<file path="src/rtl/karat_mult_seq.sv">
// ---------------------------------------------------------------------------
// karat_mult_seq
//
// Sequential Karatsuba multiplier: WIDTH x WIDTH -> 2*WIDTH product.
// One (SPLIT+1) x (SPLIT+1) multiplier is time-shared across the three
// Karatsuba sub-products p = ah*bh, q = al*bl and t = (ah+al)*(bh+bl).
// The partial results are then combined as
//     product = (p << WIDTH) + ((t - p - q) << SPLIT) + q.
//
// Sequence: IDLE -> MUL_P -> MUL_Q -> MUL_T -> COMBINE -> DONE -> IDLE.
// Handshake at edge E0 gives out_valid high after E4. The minimum
// initiation interval is 6 cycles.
//
// Optional build macro:
//   KARAT_SIGNED_EN - operands are two's complement. Magnitudes are
//                     multiplied and the result is negated when the
//                     operand signs differ. Latency and handshake are
//                     unchanged.
//
// Ports:
//   clk_in       system clock
//   rst_in       asynchronous reset, active-high
//   a_in, b_in   operands, captured when in_valid && in_ready
//   in_valid     operands valid
//   in_ready     block can accept operands (IDLE and not in reset)
//   product_out  registered product, stable while DONE
//   out_valid    product_out valid
//   out_ready    downstream accepts product
//   busy_out     high in any state other than IDLE
// ---------------------------------------------------------------------------
module karat_mult_seq #(
    parameter int WIDTH = 64
) (
    input  logic                 clk_in,
    input  logic                 rst_in,
    input  logic [WIDTH-1:0]     a_in,
    input  logic [WIDTH-1:0]     b_in,
    input  logic                 in_valid,
    output logic                 in_ready,
    output logic [2*WIDTH-1:0]   product_out,
    output logic                 out_valid,
    input  logic                 out_ready,
    output logic                 busy_out
);

    localparam int SPLIT = WIDTH / 2;
    localparam int MW    = SPLIT + 1;      // shared multiplier operand width
    localparam int PW    = 2 * SPLIT;      // width of p and q
    localparam int TW    = 2 * SPLIT + 2;  // width of t and m
    localparam int OW    = 2 * WIDTH;      // product width

    generate
        if ((WIDTH % 2 != 0) || (WIDTH < 4)) begin : g_bad_width
            $error("karat_mult_seq: WIDTH must be even and >= 4");
        end
    endgenerate

    typedef enum logic [2:0] {
        IDLE,
        MUL_P,
        MUL_Q,
        MUL_T,
        COMBINE,
        DONE
    } state_t;

    state_t state, state_next;

    logic [SPLIT-1:0] ah, al, bh, bl;
    logic [PW-1:0]    p, q;
    logic [TW-1:0]    t;

    logic [WIDTH-1:0] a_mag, b_mag;
    logic             accept;

    assign in_ready  = (state == IDLE) && !rst_in;
    assign busy_out  = (state != IDLE);
    assign out_valid = (state == DONE);
    assign accept    = in_valid && in_ready;

`ifdef KARAT_SIGNED_EN
    // Magnitudes of the two's complement operands. The most negative value
    // wraps onto itself, which read as unsigned is exactly 2^(WIDTH-1).
    logic neg;
    assign a_mag = a_in[WIDTH-1] ? (~a_in + WIDTH'(1)) : a_in;
    assign b_mag = b_in[WIDTH-1] ? (~b_in + WIDTH'(1)) : b_in;
`else
    assign a_mag = a_in;
    assign b_mag = b_in;
`endif

    // ------------------------------------------------------------------
    // State register
    // ------------------------------------------------------------------
    // NOTE: every clocked register uses non-blocking assignments so all
    // flops sample pre-edge values regardless of statement order.
    always_ff @(posedge clk_in or posedge rst_in) begin
        if (rst_in) begin
            state <= IDLE;
        end else begin
            state <= state_next;
        end
    end

    // ------------------------------------------------------------------
    // Next-state logic
    // ------------------------------------------------------------------
    // NOTE: state_next is defaulted before the case so no path through
    // this block leaves it unassigned, which would infer a latch.
    always_comb begin
        state_next = state;
        unique case (state)
            IDLE:    if (accept) state_next = MUL_P;
            MUL_P:   state_next = MUL_Q;
            MUL_Q:   state_next = MUL_T;
            MUL_T:   state_next = COMBINE;
            COMBINE: state_next = DONE;
            DONE:    if (out_ready) state_next = IDLE;
            default: state_next = IDLE;
        endcase
    end

    // ------------------------------------------------------------------
    // Shared multiplier: operand mux selects the sub-product for the
    // current state. The (ah+al) and (bh+bl) sums keep their carry bit.
    // ------------------------------------------------------------------
    logic [MW-1:0] mul_a, mul_b;
    logic [TW-1:0] mul_res;

    always_comb begin
        mul_a = '0;
        mul_b = '0;
        unique case (state)
            MUL_P: begin
                mul_a = {1'b0, ah};
                mul_b = {1'b0, bh};
            end
            MUL_Q: begin
                mul_a = {1'b0, al};
                mul_b = {1'b0, bl};
            end
            MUL_T: begin
                mul_a = {1'b0, ah} + {1'b0, al};
                mul_b = {1'b0, bh} + {1'b0, bl};
            end
            default: ;
        endcase
    end

    assign mul_res = TW'(mul_a) * TW'(mul_b);

    // ------------------------------------------------------------------
    // Karatsuba recombination. m = t - p - q is never negative, and the
    // sum always fits in 2*WIDTH bits.
    // ------------------------------------------------------------------
    logic [TW-1:0] m;
    logic [OW-1:0] sum;
    logic [OW-1:0] product_next;

    assign m   = t - TW'(p) - TW'(q);
    assign sum = (OW'(p) << WIDTH) + (OW'(m) << SPLIT) + OW'(q);

`ifdef KARAT_SIGNED_EN
    assign product_next = neg ? (~sum + OW'(1)) : sum;
`else
    assign product_next = sum;
`endif

    // ------------------------------------------------------------------
    // Datapath registers
    // ------------------------------------------------------------------
    // NOTE: the operand and partial registers are plain flops, not memory,
    // so they are reset too; an aborted operation leaves nothing behind.
    always_ff @(posedge clk_in or posedge rst_in) begin
        if (rst_in) begin
            ah          <= '0;
            al          <= '0;
            bh          <= '0;
            bl          <= '0;
            p           <= '0;
            q           <= '0;
            t           <= '0;
            product_out <= '0;
`ifdef KARAT_SIGNED_EN
            neg         <= 1'b0;
`endif
        end else begin
            if (accept) begin
                {ah, al} <= a_mag;
                {bh, bl} <= b_mag;
`ifdef KARAT_SIGNED_EN
                neg      <= a_in[WIDTH-1] ^ b_in[WIDTH-1];
`endif
            end
            // The top two bits of mul_res are zero for p and q.
            if (state == MUL_P)   p           <= mul_res[PW-1:0];
            if (state == MUL_Q)   q           <= mul_res[PW-1:0];
            if (state == MUL_T)   t           <= mul_res;
            if (state == COMBINE) product_out <= product_next;
        end
    end

endmodule

</file>
<file path="config.mk">
export PLATFORM = sky130hd
export DESIGN_NAME = karat_mult_seq
export DESIGN_NICKNAME = d
export VERILOG_FILES = /design/src/rtl/karat_mult_seq.sv
export SDC_FILE = /design/constraint.sdc
export NUM_CORES = 2
export LEC_CHECK = 0
export ABC_AREA = 1
export CORE_ASPECT_RATIO = 2
export CORE_MARGIN = 4
export CORE_UTILIZATION = 60
export CTS_CLUSTER_DIAMETER = 80
export DETAILED_ROUTE_END_ITERATION = 16
export DONT_BUFFER_PORTS = 1
export GPL_TIMING_DRIVEN = 0
export PLACE_DENSITY_LB_ADDON = 0.15
export SLEW_MARGIN = 25
export SYNTH_ARGS = -nofsm -noshare
export SYNTH_HDL_FRONTEND = slang
export SYNTH_SLANG_ARGS = --single-unit
export TNS_END_PERCENT = 5
</file>
<file path="constraint.sdc">
create_clock -name clk_in -period 18.6 [get_ports clk_in]
set_input_delay 3.72 -clock clk_in [delete_from_list [all_inputs] [get_ports clk_in]]
set_output_delay 3.72 -clock clk_in [all_outputs]
set_load 0.02 [all_outputs]
</file>
==> results.toml, run 1 <==
[logic_synthesis]
ys_async_sr_fraction = 1.000
postSynthAreaPerCell_um2 = 7.112
mapped_nets = 11780
synth_cells = 10160
syn_area_um2 = 72280
synth.yosys.warnings = 0
synth_seq_cells = 453
synth_sequential_area_ratio = 0.1568
synth-edff-count = 0
synth_cell_types = 51
dominantRegCellSynth = "sky130_fd_sc_hd__dfrtp_1"

[global_route]
overflow_left_after_global_routing = 3105
total_grt_usage = 0.7919
number_of_global_route_vias_before_repair = 92620
largest_net_degree_at_the_start_of_global_routing = 104
grt_first_pass_wirelength_um = 763900

[placement]
placedCellCount = 11710
placement.setup.worst_slack_ps = 7662
gp_congestion = 1.273
portBuffers = 0
dpl.hpwl_um = 315700
placement.cell_area_um2 = 74370

[die]
die_w_um = 253.4
std_cell_rows = 179
starting_density_of_the_core = 0.6055
boundaryPins = 263
die_y_um = 498.8

[clock_tree]
post-cts-setup-buffer-count = 0
cts_hold_buf = 0
clock_sink_count = 453
ctsHtreeMaxLevel = 2
root_buffer = "sky130_fd_sc_hd__clkbuf_16"
ctsResizeCount = 0
cts-buffers-inserted = 42
clk_path_buf_depth = 3

[run_status]
stop_error = "[ERROR GRT-0116] Global routing finished with congestion. Check the congestion regions in the DRC Viewer."
stop_stage = "global routing"
run_status = "stopped before the end"
[layer usage]
layer | track usage | GRT overflow
met2 | 1.007 | 2070
met3 | 0.6088 | 133
met4 | 0.8393 | 803
met1 | 0.7455 | 61
met5 | 0.2466 | 38
[synthesized netlist by cell type (5+ instances only)]
master / n / area share
sky130_fd_sc_hd__xor2_1: 40 / 0.0048
sky130_fd_sc_hd__fa_1: 1025 / 0.28
sky130_fd_sc_hd__o21ai_1: 14 / 0.00097
sky130_fd_sc_hd__nor4_1: 10 / 0.00087
sky130_fd_sc_hd__a31oi_1: 18 / 0.0016
sky130_fd_sc_hd__o21a_1: 17 / 0.0018
sky130_fd_sc_hd__dfrtp_1: 453 / 0.16
sky130_fd_sc_hd__nand2_1: 3026 / 0.16
sky130_fd_sc_hd__a21boi_0: 6 / 0.00062
sky130_fd_sc_hd__o21bai_1: 30 / 0.0031
sky130_fd_sc_hd__buf_4: 42 / 0.0044
sky130_fd_sc_hd__inv_1: 2240 / 0.12
sky130_fd_sc_hd__xnor2_1: 74 / 0.0090
sky130_fd_sc_hd__o22ai_1: 57 / 0.0049
sky130_fd_sc_hd__inv_2: 48 / 0.0025
sky130_fd_sc_hd__nand3b_1: 41 / 0.0043
sky130_fd_sc_hd__buf_1: 7 / 0.00036
sky130_fd_sc_hd__buf_6: 16 / 0.0025
sky130_fd_sc_hd__buf_2: 158 / 0.011
sky130_fd_sc_hd__a21o_1: 20 / 0.0021
sky130_fd_sc_hd__or2_2: 14 / 0.0012
sky130_fd_sc_hd__nand4_1: 53 / 0.0046
sky130_fd_sc_hd__nand2_2: 12 / 0.0010
sky130_fd_sc_hd__nor2_1: 869 / 0.045
sky130_fd_sc_hd__clkbuf_1: 72 / 0.0037
sky130_fd_sc_hd__nor3_1: 76 / 0.0053
sky130_fd_sc_hd__nand3_1: 399 / 0.028
sky130_fd_sc_hd__nand2_4: 5 / 0.00078
sky130_fd_sc_hd__o21ai_0: 458 / 0.032
sky130_fd_sc_hd__ha_1: 462 / 0.080
sky130_fd_sc_hd__a21oi_1: 363 / 0.025
[cells by family after synthesis]
kind of cell,share of synthesized area
AO/OA/AOI/OAI,0.07416
XOR/XNOR,0.01381
adder cells (fa/ha/maj),0.3639
buffers and inverters,0.1408
flip-flops,0.1568
AND/OR/NAND/NOR,0.2506
[per-stage QoR]
step / hold WS [ps] / TNS (ps)
floorplan: 453.0 / 0
global placement: 468.0 / -775200
detailed placement: 472.6 / 0
CTS: 490.2 / 0
==> inputs of run 2 (changes only) <==
- CORE_ASPECT_RATIO: 2 -> not set
- CORE_UTILIZATION: 60 -> 40
- CTS_CLUSTER_DIAMETER: 80 -> not set
==> results.toml, run 2 <==
[run_status]
run_status = "finished, final reports clean"

[clock_tree]
clock_sink_count = 453
cts_tree = "built"
cts_hold_buf = 0
post-cts-setup-buffer-count = 0
clock_insertion_delay_worst_skew_ps = 720
ctsHtreeMaxLevel = 2
clock_transition_time_at_the_flip_flop_clock_pins_of_the_worst_setup_and_hold_paths_ps = 60
cts-buffers-inserted = 54
ctsResizeCount = 0
clk_path_buf_depth = 3
root_buffer = "sky130_fd_sc_hd__clkbuf_16"

[detailed_routing]
wl_per_cell_um = 26.32
antenna_left = 0
drc_errors = 0
dr_total_vias = 67260
drt-pass1-iter-count = 6
route.final.wire_length_um = 332400
first_iter_violations = 5652
detail_route.vias_per_cell = 5.324

[critical_path]
critical_path.startpoint_type = "flop"
critPathArrivalTime_ps = 11290
reg2regPathDepth = 38
crit_slowest_cell = "sky130_fd_sc_hd__fa_1"
crit-reg2reg-capture = "p[37]"
reg2reg_setup_slack_ps = 7730
highest_cell_delay_on_the_worst_timing_path_ps = 620
critical_path_peak_fanout = 10
cp-end-kind = "flop"
crit_top_cell = "sky130_fd_sc_hd__nand2_1"
reg2reg_from = "ah[0]"
timing_worst_setup_path_type = "flop to flop"
worst-endpoint-required_ps = 19020

[logic_synthesis]
mapped_nets = 11780
postSynthAreaPerCell_um2 = 7.112
synth_cell_types = 51
netlist.top_cell.by_area = "sky130_fd_sc_hd__fa_1"
synth_sequential_area_ratio = 0.1568
syn_area_um2 = 72280
commonest_cells_in_the_synthesized_netlist = "sky130_fd_sc_hd__nand2_1 (3026), sky130_fd_sc_hd__inv_1 (2240), sky130_fd_sc_hd__fa_1 (1025), sky130_fd_sc_hd__nor2_1 (869), sky130_fd_sc_hd__ha_1 (462)"
largest_cells_by_area_after_synthesis = "sky130_fd_sc_hd__fa_1 (28%), sky130_fd_sc_hd__nand2_1 (16%), sky130_fd_sc_hd__dfrtp_1 (16%)"
yosysTopAreaCellShare = 0.2839
synth-edff-count = 0
post-synth-top-count-cell = "sky130_fd_sc_hd__nand2_1"
ys_async_sr_fraction = 1.000
synth.yosys.warnings = 0
dominantRegCellSynth = "sky130_fd_sc_hd__dfrtp_1"
synth_cells = 10160
synth_seq_cells = 453

[sta]
clock_skew_ps = 69.82
timing.fmax_ghz = 0.09200
worstMarginPinSlew_ps = 1065
finalHoldWorstSlack_ps = 486.5
final.min_clock_period_ps = 10870
timing.final.hold_violations = 0
grt_setup_unrepaired = "false"
period_share = 0.5844
timing.max_slew.rel_slack = 0.2900
final_max_slew_viol_count = 0
setup_viol = 0

[cells_and_area]
largest_register_ffs = 128
drive_gt1_frac = 0.03994
regs_by_ff_count = "product_out: 128 flops, t: 66 flops"
area_delta_synth_final_pct = 6.852
nNetsFinal = 11840
largest-register = "product_out"
leading_cell_types_in_the_layout_fill_and_taps_excluded = "sky130_fd_sc_hd__nand2_1 (3026), sky130_fd_sc_hd__inv_1 (2239), sky130_fd_sc_hd__fa_1 (1025), sky130_fd_sc_hd__nor2_1 (869), sky130_fd_sc_hd__ha_1 (462)"
fillCellCount = 19190
finalNonFillerCells = 12630
layout.cells.most_common = "sky130_fd_sc_hd__nand2_1"

[global_route]
number_of_global_route_vias_before_repair = 68640
largest_net_degree_at_the_start_of_global_routing = 96
total_grt_usage = 0.3538
grt_first_pass_wirelength_um = 475600
number_of_antenna_violations_at_the_first_check_in_global_routing = 7
overflow_left_after_global_routing = 0

[die]
core_area_um2 = 179000
die_w_um = 433.1
starting_density_of_the_core = 0.4038
die_y_um = 433.1
floorplan.die_area_um2 = 187600
std_cell_rows = 155
boundaryPins = 263

[min_path]
min_to = "q[17]"
hp-class = "flop to flop"
holdCritStartpoint = "q[17]"
holdPathStages = 2

[placement]
gp_congestion = 1.069
portBuffers = 0
dpl.hpwl_um = 286800
placedCellCount = 12520

[flow_run]
drv.max_cap_violation_count = 0
## run 2: stage by stage
step | TNS (ps) | utilization | cell area [um^2] | setup slack [ps]
after global placement | -1299050 | 0.4203 | 75230 | -3015
after floorplan | 0 | - | 72280 | 2253
final | 0 | 0.4315 | 77230 | 7731
after global routing | 0 | 0.4313 | 77200 | 7530
after detailed placement | 0 | 0.4212 | 75390 | 7980
after CTS | 0 | 0.4313 | 77200 | 7870
## run 2: layer usage
metal	vias to the layer above	GRT usage	part of all wire
li1	30520	-	-
met1	33090	0.4322	0.39
met2	2871	0.5694	0.45
met3	779	0.05236	0.069
met4	2	0.2613	0.093
met5	-	0	0.000039
## run 2: worst max path at each step
stage / start / to / slack [ps]
after floorplan: rst_in / ah[0] / 2250
after global placement: rst_in / product_out[122] / -3020
after detailed placement: ah[0] / p[37] / 7980
after CTS: ah[0] / p[33] / 7870
after global routing: ah[0] / p[33] / 7530
final: ah[0] / p[37] / 7730
## run 2: cell families (layout without fill, tap and decap cells)
| group | Yosys count | count (layout) | synth area share |
|---|---|---|---|
| AOI/OAI and AO/OA | 999 | 999 | 0.07416 |
| buffers and inverters | 2584 | 2687 | 0.1408 |
| xor gates and xnor gates | 114 | 114 | 0.01381 |
| other | 0 | 12 | 0 |
| DFF | 453 | 453 | 0.1568 |
| adders and majority gates | 1487 | 1487 | 0.3639 |
| and+or+nand+nor | 4526 | 4526 | 0.2506 |
## run 2: area by class of cell
| class | count | area [um^2] | area share |
|---|---|---|---|
| inverter | 2289 | 8600 | 0.1113 |
| clock buffer | 73 | 1523 | 0.01972 |
| antenna | 12 | 30.03 | 0.0003888 |
| multi-input combinational | 7126 | 50770 | 0.6574 |
| clock inverter | 24 | 291.5 | 0.003775 |
| tap | 2355 | 2947 | 0.03815 |
| buffer | 295 | 1588 | 0.02056 |
| timing repair buffer | 6 | 148.9 | 0.001928 |
| sequential | 453 | 11340 | 0.1468 |
## run 2: critical path, delay by kind of cell (launching register included)
family	cells	cell delay, ps
buf+inv	7	870
compound gates	4	1150
simple gates	16	2660
flops	1	440
fa+ha+maj	11	5430
Power of run 2 is not shown: default switching activity piles up to over one toggle a cycle in this logic, so the estimate is an artifact.
